`src/rtl/mips_pkg.sv`:
```
// Shared types and constants for the MIPS pipeline front end.
package mips_pkg;

    typedef enum logic [1:0] {
        IDLE  = 2'd0,
        FETCH = 2'd1,
        DRAIN = 2'd2,
        HOLD  = 2'd3
    } fetch_state_t;

    // All-zero word is sll $0,$0,0: decodes as a harmless nop.
    localparam logic [31:0] NOP_INSTR        = 32'h0000_0000;
    localparam logic [31:0] DEFAULT_RESET_PC = 32'h0000_0000;

    function automatic logic [31:0] word_align(input logic [31:0] addr);
        return addr & 32'hFFFF_FFFC;
    endfunction

endpackage

```
`src/rtl/fetch_stage_if_id_reg.sv`:
```
// IF/ID pipeline register: flush beats stall, stall beats load/bubble.
module if_id_reg
    import mips_pkg::*;
(
    input  logic        clk_i,
    input  logic        rst_ni,
    input  logic        flush_i,
    input  logic        stall_i,
    input  logic        load_i,
    input  logic [31:0] instr_i,
    input  logic [31:0] pcplus4_i,
    output logic [31:0] instr_o,
    output logic [31:0] pcplus4_o,
    output logic        valid_o
);

    logic [31:0] instr_q, instr_d;
    logic [31:0] pcplus4_q, pcplus4_d;
    logic        valid_q, valid_d;

    always_comb begin
        instr_d   = instr_q;
        pcplus4_d = pcplus4_q;
        valid_d   = valid_q;
        if (flush_i) begin
            instr_d = NOP_INSTR;
            valid_d = 1'b0;
        end else if (!stall_i) begin
            if (load_i) begin
                instr_d   = instr_i;
                pcplus4_d = pcplus4_i;
                valid_d   = 1'b1;
            end else begin
                // Bubble: pcplus4 is left as-is since nothing consumes it while invalid.
                instr_d = NOP_INSTR;
                valid_d = 1'b0;
            end
        end
    end

    always_ff @(posedge clk_i or negedge rst_ni) begin
        if (!rst_ni) begin
            instr_q   <= NOP_INSTR;
            pcplus4_q <= 32'h0;
            valid_q   <= 1'b0;
        end else begin
            instr_q   <= instr_d;
            pcplus4_q <= pcplus4_d;
            valid_q   <= valid_d;
        end
    end

    assign instr_o   = instr_q;
    assign pcplus4_o = pcplus4_q;
    assign valid_o   = valid_q;

endmodule

```
`src/rtl/fetch_stage.sv`:
```
// Instruction-fetch stage: PC, imem req/ready handshake, redirect and stall absorption.
module fetch_stage
    import mips_pkg::*;
#(
    parameter logic [31:0] RESET_PC = DEFAULT_RESET_PC
) (
    input  logic        clk,
    input  logic        reset_n,
    output logic        imem_req,
    output logic [31:0] imem_addr,
    input  logic        imem_ready,
    input  logic [31:0] imem_rdata,
    input  logic        stall_i,
    input  logic        flush_i,
    input  logic        redirect_valid,
    input  logic [31:0] redirect_pc,
    output logic [31:0] instr_d,
    output logic [31:0] pcplus4_d,
    output logic        valid_d,
    output logic [5:0]  op_d
);

    fetch_state_t state_q, state_d;
    logic [31:0]  pc_q, pc_d;
    logic [31:0]  skid_q, skid_d;
    logic [31:0]  redir_pc_q, redir_pc_d;

    logic         ld;
    logic [31:0]  ld_instr;
    logic [31:0]  ld_pc4;
    logic [31:0]  pc_plus4;
    logic [31:0]  redirect_tgt;

    assign pc_plus4     = pc_q + 32'd4;
    assign redirect_tgt = word_align(redirect_pc);

    always_comb begin
        state_d    = state_q;
        pc_d       = pc_q;
        skid_d     = skid_q;
        redir_pc_d = redir_pc_q;
        imem_req   = 1'b0;
        ld         = 1'b0;
        ld_instr   = imem_rdata;
        ld_pc4     = pc_plus4;

        case (state_q)
            IDLE: begin
                state_d = FETCH;
            end

            FETCH: begin
                imem_req = 1'b1;
                if (imem_ready) begin
                    if (redirect_valid) begin
                        pc_d = redirect_tgt;
                    end else if (!stall_i) begin
                        ld   = 1'b1;
                        pc_d = pc_plus4;
                    end else begin
                        // Word arrived during a stall: park it and stop requesting.
                        skid_d  = imem_rdata;
                        pc_d    = pc_plus4;
                        state_d = HOLD;
                    end
                end else if (redirect_valid) begin
                    redir_pc_d = redirect_tgt;
                    state_d    = DRAIN;
                end
            end

            DRAIN: begin
                // The outstanding request must complete at its original address.
                imem_req = 1'b1;
                if (redirect_valid) begin
                    redir_pc_d = redirect_tgt;
                end
                if (imem_ready) begin
                    pc_d    = redirect_valid ? redirect_tgt : redir_pc_q;
                    state_d = FETCH;
                end
            end

            HOLD: begin
                if (redirect_valid) begin
                    skid_d  = NOP_INSTR;
                    pc_d    = redirect_tgt;
                    state_d = FETCH;
                end else if (!stall_i) begin
                    // pc_q already advanced past the parked word, so it is that word's PC+4.
                    ld       = 1'b1;
                    ld_instr = skid_q;
                    ld_pc4   = pc_q;
                    state_d  = FETCH;
                end
            end

            default: begin
                state_d = IDLE;
            end
        endcase
    end

    always_ff @(posedge clk or negedge reset_n) begin
        if (!reset_n) begin
            state_q    <= IDLE;
            pc_q       <= RESET_PC;
            skid_q     <= NOP_INSTR;
            redir_pc_q <= 32'h0;
        end else begin
            state_q    <= state_d;
            pc_q       <= pc_d;
            skid_q     <= skid_d;
            redir_pc_q <= redir_pc_d;
        end
    end

    assign imem_addr = pc_q;

    if_id_reg u_if_id (
        .clk_i     (clk),
        .rst_ni    (reset_n),
        .flush_i   (flush_i),
        .stall_i   (stall_i),
        .load_i    (ld),
        .instr_i   (ld_instr),
        .pcplus4_i (ld_pc4),
        .instr_o   (instr_d),
        .pcplus4_o (pcplus4_d),
        .valid_o   (valid_d)
    );

    assign op_d = instr_d[31:26];

endmodule

```
`config.mk`:
```
export PLATFORM = sky130hd
export DESIGN_NAME = fetch_stage
export DESIGN_NICKNAME = d
export VERILOG_FILES = /design/src/rtl/mips_pkg.sv /design/src/rtl/fetch_stage_if_id_reg.sv /design/src/rtl/fetch_stage.sv
export SDC_FILE = /design/constraint.sdc
export NUM_CORES = 1
export LEC_CHECK = 0
export CORE_MARGIN = 4
export CORE_UTILIZATION = 50
export CTS_BUF_LIST = sky130_fd_sc_hd__clkbuf_8 sky130_fd_sc_hd__clkbuf_16
export CTS_CLUSTER_SIZE = 28
export DETAILED_ROUTE_END_ITERATION = 16
export GPL_ROUTABILITY_DRIVEN = 0
export PLACE_DENSITY = 0.78
export SYNTH_ARGS = -nofsm -noshare
export SYNTH_HDL_FRONTEND = slang
export SYNTH_SLANG_ARGS = --single-unit
```
`constraint.sdc`:
```
create_clock -name clk -period 2.9 [get_ports clk]
set_input_delay 0.725 -clock clk [delete_from_list [all_inputs] [get_ports clk]]
set_output_delay 0.725 -clock clk [all_outputs]
set_load 0.05 [all_outputs]
```
Yosys cells after proc, flatten, opt, wreduce, memory -nomap -nowiden
Cells that the tools add are included.
{"block": "op_classes", "n_addsub": 1, "eq_ne": 14, "mux": 36, "bitwise": 2, "n_reduce_logical": 10}
{"operator": "$mux 32", "n": 17}
{"operator": "$pmux 32 s2", "n": 2}
{"operator": "$pmux 32 s3", "n": 1}
{"operator": "$add 32x3->32 const B", "n": 1}
{"operator": "$mux 2", "n": 7}
{"operator": "$ne 2x2->1 const B", "n": 6}
{"operator": "$ne 3x3->1 const B", "n": 4}
{"operator": "$reduce_and 5->1", "n": 2}
{"operator": "$pmux 2 s4", "n": 1}
{"operator": "$mux 1", "n": 7}
{"operator": "$eq 2x2->1 const B", "n": 2}
{"operator": "$reduce_and 4->1", "n": 1}
{"operator": "$reduce_bool 2->1", "n": 2}
{"operator": "$reduce_and 3->1", "n": 1}
{"operator": "$reduce_bool 3->1", "n": 1}
{"operator": "$eq 2x1->1 const B", "n": 1}
{"operator": "$logic_not 2->1", "n": 1}
{"operator": "$ne 2x1->1 const B", "n": 1}
{"operator": "$not 1->1", "n": 2}
{"operator": "$pmux 1 s2", "n": 1}
{"operator": "$reduce_and 2->1", "n": 1}
{"operator": "$reduce_or 2->1", "n": 1}
{"block": "word_totals", "reg_bits": 163, "inputBits": 70, "output_inout_bits": 104, "elab_cells": 70}

Depth between registers and ports, before layout
Gate-level depths: netlist of run 1.
{"block": "depth", "depth_word": 7, "mapped_depth": 10, "depth_no_buf": 7}

By module
A second synthesis of run 1 with hierarchy kept.
{"block": "unflattened", "hier_cells": 982, "hier_area_um2": 8988.6}
{"mod": "fetch_stage", "instances": 1, "cells_per_inst": 768, "area_each_um2": 6352.3, "seq_area_each_um2": 2452.4}
{"mod": "if_id_reg", "instances": 1, "cells_per_inst": 214, "area_each_um2": 2636.3, "seq_area_each_um2": 1626.6}

Least setup slack after synthesis of run 1
Ideal clock, no wire load.
{"block": "synth_timing", "kind": "reg2reg", "start": "reg pc_q[2] (netlist: imem_addr[2])", "end": "reg u_if_id.pcplus4_q[20] (netlist: u_if_id.pcplus4_o[20])", "setup_time_ns": 0.127, "arrival_time_ns": 2.254, "t_required_ns": 2.773, "setup_slack_ns": 0.519, "stages_incl_launch_ff": 8, "n_path_buf": 1, "synth_period_minus_slack_ns": 2.381, "cell_sequence": "dfrtp_1 > ha_1 > nand4_2 > or4_4 > buf_6 > nor3_2 > xnor2_1 > o21ai_2"}
{"block": "synth_via", "elab_chain_len": 3}
{"item": "from (decl)", "line": "fetch_stage.sv:24", "source": "logic [31:0] pc_q, pc_d;"}
{"item": "from (signal assigned)", "line": "fetch_stage.sv:112", "source": "pc_q <= pc_d;"}
{"item": "$add 32x3->32 (*)", "line": "fetch_stage.sv:34", "source": "assign pc_plus4 = pc_q + 32'd4;"}
{"item": "$mux 32", "line": "fetch_stage.sv:85", "source": "if (redirect_valid) begin"}
{"item": "$mux 32 (*)", "line": "fetch_stage.sv:47", "source": "case (state_q)"}
{"item": "to (signal assigned)", "line": "fetch_stage_if_id_reg.sv:48", "source": "pcplus4_q <= pcplus4_d;"}
{"item": "to (decl)", "line": "fetch_stage_if_id_reg.sv:18", "source": "logic [31:0] pcplus4_q, pcplus4_d;"}
Mark *: on every way between the ends. The rest lies on a longest branch, timed or not.
A chain may end at the register's enable or synchronous reset.

Worst setup path after layout of run 1
{"block": "layout_timing", "start": "reg state_q[0]", "end": "out imem_req"}
{"block": "layout_via", "elab_chain_len": 3, "word_cells_on_any_way": 4, "cone_classes": "eq/ne (2); mux (1); reduce/logical (1)"}
{"item": "from (decl)", "line": "fetch_stage.sv:23", "source": "fetch_state_t state_q, state_d;"}
{"item": "from (signal assigned)", "line": "fetch_stage.sv:111", "source": "state_q <= state_d;"}
{"item": "$eq 2x2->1 or $eq 2x1->1 (tied branches)", "line": "fetch_stage.sv:47"}
{"item": "$reduce_or 2->1 (no source line) (*)"}
{"item": "$mux 1 (*)", "line": "fetch_stage.sv:47"}
{"item": "to (decl)", "line": "fetch_stage.sv:9", "source": "output logic imem_req,"}
Marks and branches as above.

==> results of run 1 <==
-- report_power, final --
| group | total [µW] | internal, µW | switching (µW) |
|---|---|---|---|
| Clock | 2160 | 1140 | 1030 |
| Sequential | 3980 | 3120 | 858 |
| Combinational | 5920 | 2240 | 3680 |
| Total | 12100 | 6500 | 5570 |
-- sequential cells by signal (all words and copies together), names as in the netlist --
name,flops
imem_addr,32
redir_pc_q,32
skid_q,32
state_q,2
u_if_id.instr_o,32
u_if_id.pcplus4_o,32
u_if_id.valid_o,1
-- cell usage in the layout, fill, tap and decap left out, drive strengths merged, types with 4 or more instances in the layout --
cell,netlist,routed
nand3b,32,32
nor2,29,29
and3,15,15
inv,5,14
nor2b,4,4
o22ai,5,5
dfrtp,163,163
mux2i,36,36
nand3,18,18
o211ai,4,4
o21ai,106,106
nor4,15,15
nand4,16,16
clkbuf,46,17
and4,5,5
buf,38,22
xnor2,42,42
ha,5,5
nand2,161,161
mux2,33,33
xor2,9,9
nor3,19,19
a221oi,15,15
a221o,6,6
clkdlybuf4s50,0,170
a22oi,4,4
a21oi,9,9
clkinv,0,5
-- Yosys cell counts (all sizes together) --
cell type    n
mux2        33
and3        15
and4         5
nor2b        4
nor3        19
a221oi      15
o21ba        1
nand4       16
a22o         3
mux2i       36
a221o        6
clkbuf      46
a21oi        9
a31oi        2
or4          2
or3          2
or2          2
o31a         1
o211ai       4
o2bb2ai      3
and2         3
nand2      161
dfrtp      163
nand2b       2
o22a         1
a22oi        4
xnor2       42
nor3b        1
nor4        15
o21ai      106
nand3       18
a21o         1
ha           5
and2b        1
xor2         9
nand3b      32
buf         38
o22ai        5
nor2        29
inv          5
o41ai        2
a222oi       3
-- stage by stage --
| step | cells | cell area, µm² | hold WS [ns] | setup slack, ns | power [µW] |
|---|---|---|---|---|---|
| detailed placement | 1198 | 10240 | 0.4545 | 0.1401 | 9908 |
| finish | 1230 | 10810 | 0.2801 | 0.1363 | 12070 |
| CTS | 1230 | 10810 | 0.3101 | 0.1189 | 12100 |
| global route | 1230 | 10810 | 0.3465 | 0.04710 | 12710 |
| global placement | 1198 | 10240 | 0.4482 | 0.1797 | 9768 |
| floorplan | 870 | 8487 | 0.4294 | 0.5191 | 8053 |
-- routing by layer --
layer  up-vias  track usage [%]  part of all wire, %
met5         -                0                    0
met4         0            9.204                  2.8
met2       324            35.92                   46
li1       3315                -                    -
met1      3318            32.65                   44
met3        43            4.385                  7.0
-- cell families after synthesis --
group	count (synthesis)
compound gates	166
xor+xnor	51
fa+ha+maj	5
buf+inv	89
flops	163
mux	69
simple gates	327
-- area by class of cell --
type	instances	area [µm²]	share of cell area, %
well taps	220	275.3	2.547
clock buffers	17	425.4	3.936
inverters	5	18.77	0.1737
clock inverters	15	141.4	1.308
flip-flops and latches	163	4079	37.74
multi-input cells	618	3923	36.29
repair buffers	192	1946	18.00
-- final timing paths --
kind                                        endpoint  cells past startpoint  slack (ns)                   start
max                                         imem_req                      3        0.14  state_q[0]$_DFFE_PN0P_
min                        imem_addr[28]$_DFFE_PN0P_                      1        0.28                 reset_n
max reg2reg                imem_addr[17]$_DFFE_PN0P_                      8        0.53  state_q[0]$_DFFE_PN0P_
min reg2reg                   skid_q[16]$_DFFE_PN0P_                      2        0.47  skid_q[16]$_DFFE_PN0P_
max in group asynchronous   imem_addr[8]$_DFFE_PN0P_                      2        1.86                 reset_n
min in group clk              skid_q[16]$_DFFE_PN0P_                      2        0.47  skid_q[16]$_DFFE_PN0P_
==> key figures, run 1 <==
Run status
  – Status: complete, no violations

Global route
  – Largest net degree at the start of global routing: 96
  – Grt ovf: 0
  – Global Route Usage Sum: between 20% and 30%
  – Vias in the first global route: 6823
  – Initial antenna violation count: 0
  – First-pass GRT wire length: 36.02 mm

Yosys
  – Mapped Area: roughly 8500 µm²
  – Synth area leaders: dfrtp_1, nand2_1, o21ai_0
  – Synth Net Count: roughly 950
  – Adder-Cell Fraction of Synth Area: less than 1%
  – Seq cells post-synth: between 150 and 200
  – Xor-xnor portion of the synthesized cell area: under 10%
  – Yosys top cell area share: 48.06%
  – Post-Syn Instances: between 800 and 900
  – Mean area per synthesized cell: between 9 and 10 µm²
  – Mux share of post-synthesis cell area: approximately 8.6%
  – Main combinational cell family by area after synthesis: simple AND/OR/NAND/NOR gates
  – Synth Area in Compound Gates: about an eighth
  – Synth Warn #: 0
  – Simple-gate share of the synthesized area: between 15 and 20%
  – Synth area leader: dfrtp_1
  – Synth cell types: 55
  – Post-synthesis sequential area ratio: about half

Timing
  – Slew Viols, Final: 0
  – Clock skew: around 0.0094 ns
  – Final min period: ~2.8 ns
  – Max Freq: around 0.36 GHz
  – TNS Setup: 0 ns
  – Unrepaired setup endpoints after global routing: false
  – Hold Vio Cnt, Final: 0
  – Worst slew pin tran: around 0.65 ns
  – Final setup viols: 0
  – Part of the cycle the worst path needs: between 90% and 100%
  – Slew Limit Headroom: between 50% and 60%

Cells and area
  – Fraction of layout cells with a size suffix above 1: between 10% and 20%
  – Area grow syn2layout: 27.35%
  – Post-layout util: 65.17%
  – Fill cells: ~1400
  – ANT cells: 0
  – Nets: between 1000 and 1500

Run
  – Max Cap Violations: 0

Clock tree
  – H-tree levels: 4
  – Number of CTS-inserted buffers: 17
  – Clock slew at reported path FFs: 0.07 ns
  – CTS root buf: clkbuf_16
  – Clock Sinks: around 160
  – Post-CTS Hold Fix Bufs: 0
  – Post-CTS sizing: 0
  – TritonCTS clock tree: done
  – Post-CTS setup buffer count: 0
  – Skew-Pair Late Insertion Delay: around 0.43 ns
  – Deepest clock path buffer count: 2

Pwr
  – Peak VDD IR: between 0.7 and 0.8 mV
  – PwrDens: roughly 1100 nW/µm²
  – Leakage Power: between 0.004 and 0.005 µW

Worst setup path
  – Top cell family by delay on the critical path: buffers and inverters
  – CP peak stage delay: roughly 0.8 ns
  – Worst Path Arrival: approximately 2 ns
  – Critical path fanouts, max: 4
  – Crit Path Class: flop to output pin
  – Critical Path End Type: output pin
  – Required time of the critical path: roughly 2.2 ns
  – CP max-delay cell: clkdlybuf4s50_1
  – CP Cell Sequence: inv_1, ha_1, clkdlybuf4s50_1
  – Buffers & Inverters on Critical Path: 2
  – Crit start category: flop

Drt
  – Routed Antenna Nets: 0
  – Via count: 7000
  – Detailed-router iteration count before antenna repair: 5
  – Final wirelength: ~23 mm
  – Routed WL per cell: 18.39 µm
  – DR vias/cell: 5.691
  – # DRC: 0
  – Initial DRC count: around 480

Die
  – Core area: roughly 17000 µm²
  – Num rows: 47
  – IO Count: between 150 and 200
  – Die Area: 19120 µm²
  – Die span in y: about 140 µm
  – Initial core utilization: a little over 50%
  – Die Wd: around 140 µm

Place
  – Port Buffers: between 150 and 200
  – HPWL after DPL: about 15 mm

Min path
  – Hold WC Path Type: input pin to async pin
Power figures use the tool's default switching activity.
==> inputs of run 2 (changes only) <==
==> constraint.sdc (replaced) <==
create_clock -name clk -period 3.3 [get_ports clk]
set_input_delay 0.825 -clock clk [delete_from_list [all_inputs] [get_ports clk]]
set_output_delay 0.825 -clock clk [all_outputs]
set_load 0.05 [all_outputs]
==> run 2 against run 1 <==
Net effect:
- first-iteration DRC count rose by 8.4%
- clock skew about the same
- wire length is 0.12% lower
- highest routed layer unchanged
- worst hold slack improved by 0.083 ns
- via count is 0.33% higher
- largest power group unchanged
- clock-buffer cell count up 1
- worst setup slack better by 0.32 ns
- register-to-register slack gained 0.17 ns
==> key figures, run 2 (synthesized netlist as in run 1, its figures left out) <==
Run status
  – Status: complete, no violations

Min path
  – Hold WC Path Type: input pin to async pin

Drt
  – Initial DRC count: 515 (+8.4%)
  – DR vias/cell: 5.714 (+0.41%)
  – Routed Antenna Nets: 0 (unchanged)
  – Max layer used: met4
  – Via count: 7023 (+0.33%)
  – Final wirelength: 22.59 mm (-0.12%)
  – Wire length on met3: 1.539 mm (-3.2%)
  – WL met2: 10.58 mm (+2.0%)
  – Detailed-router iteration count before antenna repair: 5 (unchanged)
  – Routed WL per cell: 18.38 µm (about the same)
  – M1 wire length: 9.864 mm (-1.5%)
  – # DRC: 0 (unchanged)

Clock tree
  – Deepest clock path buffer count: 2 (unchanged)
  – Skew-Pair Late Insertion Delay: 0.43 ns (about the same)
  – Post-CTS Hold Fix Bufs: 0 (unchanged)
  – Post-CTS sizing: 0 (unchanged)
  – Post-CTS setup buffer count: 0 (unchanged)
  – H-tree levels: 4 (unchanged)
  – Clock slew at reported path FFs: 0.07 ns (about the same)
  – Number of CTS-inserted buffers: 17 (unchanged)
  – Clock Sinks: 163 (unchanged)
  – CTS root buf: clkbuf_16
  – TritonCTS clock tree: done

Timing
  – Final setup viols: 0 (unchanged)
  – Slew Viols, Final: 0 (unchanged)
  – Slew Limit Headroom: 41.48% (-15 points)
  – Clock skew: 0.009811 ns (+0.0004483 ns)
  – Worst slew pin tran: 0.8778 ns (+0.2269 ns)
  – Final WS setup: 0.4609 ns (+0.3246 ns)
  – Part of the cycle the worst path needs: a little under nine tenths
  – Hold Vio Cnt, Final: 0 (unchanged)
  – Final min period: around 2.8 ns
  – Unrepaired setup endpoints after global routing: false
  – Max Freq: between 0.3 and 0.4 GHz
  – TNS Setup: 0 ns (unchanged)

Die
  – Die span in y: 138.3 µm (unchanged)
  – Num rows: 47 (unchanged)
  – IO Count: 174 (unchanged)
  – Core area: 16580 µm² (unchanged)
  – Die Area: 19120 µm² (unchanged)
  – Die Wd: 138.3 µm (unchanged)
  – Initial core utilization: 51.18% (unchanged)

Pwr
  – Peak VDD IR: 0.5745 mV (-18%)
  – PwrDens: 990.4 nW/µm² (-11%)
  – Tot Pwr: 10700 µW (-11%)
  – Leakage Power: 0.004646 µW (about the same)

Place
  – Placed Cells: 1197 (-0.083%)
  – HPWL after DPL: 15.54 mm (+0.34%)
  – Dpl ws: 0.2789 ns (+0.1389 ns)
  – Post-DP Area: 10200 µm² (-0.44%)
  – Port Buffers: 171 (unchanged)

Global route
  – Global Route Usage Sum: 23.52% (+0.26 points)
  – First-pass GRT wire length: 36.32 mm (+0.82%)
  – Grt ovf: 0 (unchanged)
  – Initial antenna violation count: 0 (unchanged)
  – Largest net degree at the start of global routing: 96 (unchanged)
  – Vias in the first global route: 6645 (-2.6%)

Worst setup path
  – Buffers & Inverters on Critical Path: 2 (unchanged)
  – Reg-to-Reg End: imem_addr[27]$_DFFE_PN0P_
  – Critical path fanouts, max: 4 (unchanged)
  – Top cell family by delay on the critical path: buffers and inverters
  – Crit Path Class: flop to output pin
  – Required time of the critical path: 2.47 ns (+0.30 ns)
  – Worst Path Arrival: 2.01 ns (-0.03 ns)
  – R2r setup slk: 0.70 ns (+0.17 ns)
  – R2R cell count: 7 (-1)
  – CP max-delay cell: clkdlybuf4s50_1
  – Levels on crit path: 3 (unchanged)
  – CP peak stage delay: 0.80 ns (about the same)
  – CP Cell Sequence: inv_1, ha_1, clkdlybuf4s50_1
  – Crit start category: flop
  – Worst R2R Start: state_q[0]$_DFFE_PN0P_
  – Critical Path End Type: output pin

Cells and area
  – Area grow syn2layout: 27.27% (about the same)
  – Fill cells: 1353 (-1.4%)
  – Fraction of layout cells with a size suffix above 1: 10.90% (-0.088 points)
  – Commonest non-fill, non-tap cell in the layout: clkdlybuf4s50_1
  – Design area: 10800 µm² (about the same)
  – Nets: 1071 (-0.093%)
  – Finished Layout Cells: 1229 (-0.081%)
  – ANT cells: 0 (unchanged)
  – Most frequent cells in the layout: clkdlybuf4s50_1, dfrtp_1, nand2_1

Run
  – Max Cap Violations: 0 (unchanged)
-- run 2: per-layer routing --
layer	track usage, %	vias up
li1	-	3315
met1	33.51	3355
met2	36.43	319
met3	4.144	34
met4	8.528	0
met5	0	-
-- run 2: layout make-up --
cell class	count	area, µm²	share of cell area [%]
Multi-Input combinational cell	618	3923	36.31
Clock buffer	18	439.2	4.066
Tap cell	220	275.3	2.548
Inverter	5	18.77	0.1738
Clock inverter	14	166.4	1.541
Sequential cell	163	4079	37.76
Timing Repair Buffer	191	1901	17.60
-- run 2: worst max-delay path by stage --
stage                        startpoint                           endpoint  slack, ns
3_5_place_dp                 imem_ready          imem_addr[27]$_DFFE_PN0P_       0.28
5_1_grt          state_q[0]$_DFFE_PN0P_                           imem_req       0.35
6_report         state_q[0]$_DFFE_PN0P_                           imem_req       0.46
3_3_place_gp                 imem_ready          imem_addr[17]$_DFFE_PN0P_       0.34
4_1_cts          state_q[0]$_DFFE_PN0P_                           imem_req       0.44
2_1_floorplan  imem_addr[2]$_DFFE_PN0P_  u_if_id.pcplus4_o[20]$_DFFE_PN0P_       0.92
-- run 2: per-stage QoR --
step | hold slack, ns | utilization, %
after global routing | 0.3925 | 65.14
after detailed placement | 0.4549 | 61.48
after floorplan | 0.4380 | -
after global placement | 0.4481 | 61.48
final | 0.3628 | 65.14
after CTS | 0.3719 | 65.14
-- run 2: power by group --
part           switching, µW  internal [µW]
sequential               787           2750
combinational           3200           1940
clock                    871           1160
total                   4850           5840
-- run 2: worst register-to-register path, delay by kind of cell, from the launching register on --
family	cells	cell delay [ns]
AOI/OAI and AO/OA	4	0.92
buffers and inverters	1	0.10
and+or+nand+nor	1	0.68
DFF	1	0.39
adders and majority gates	1	0.38
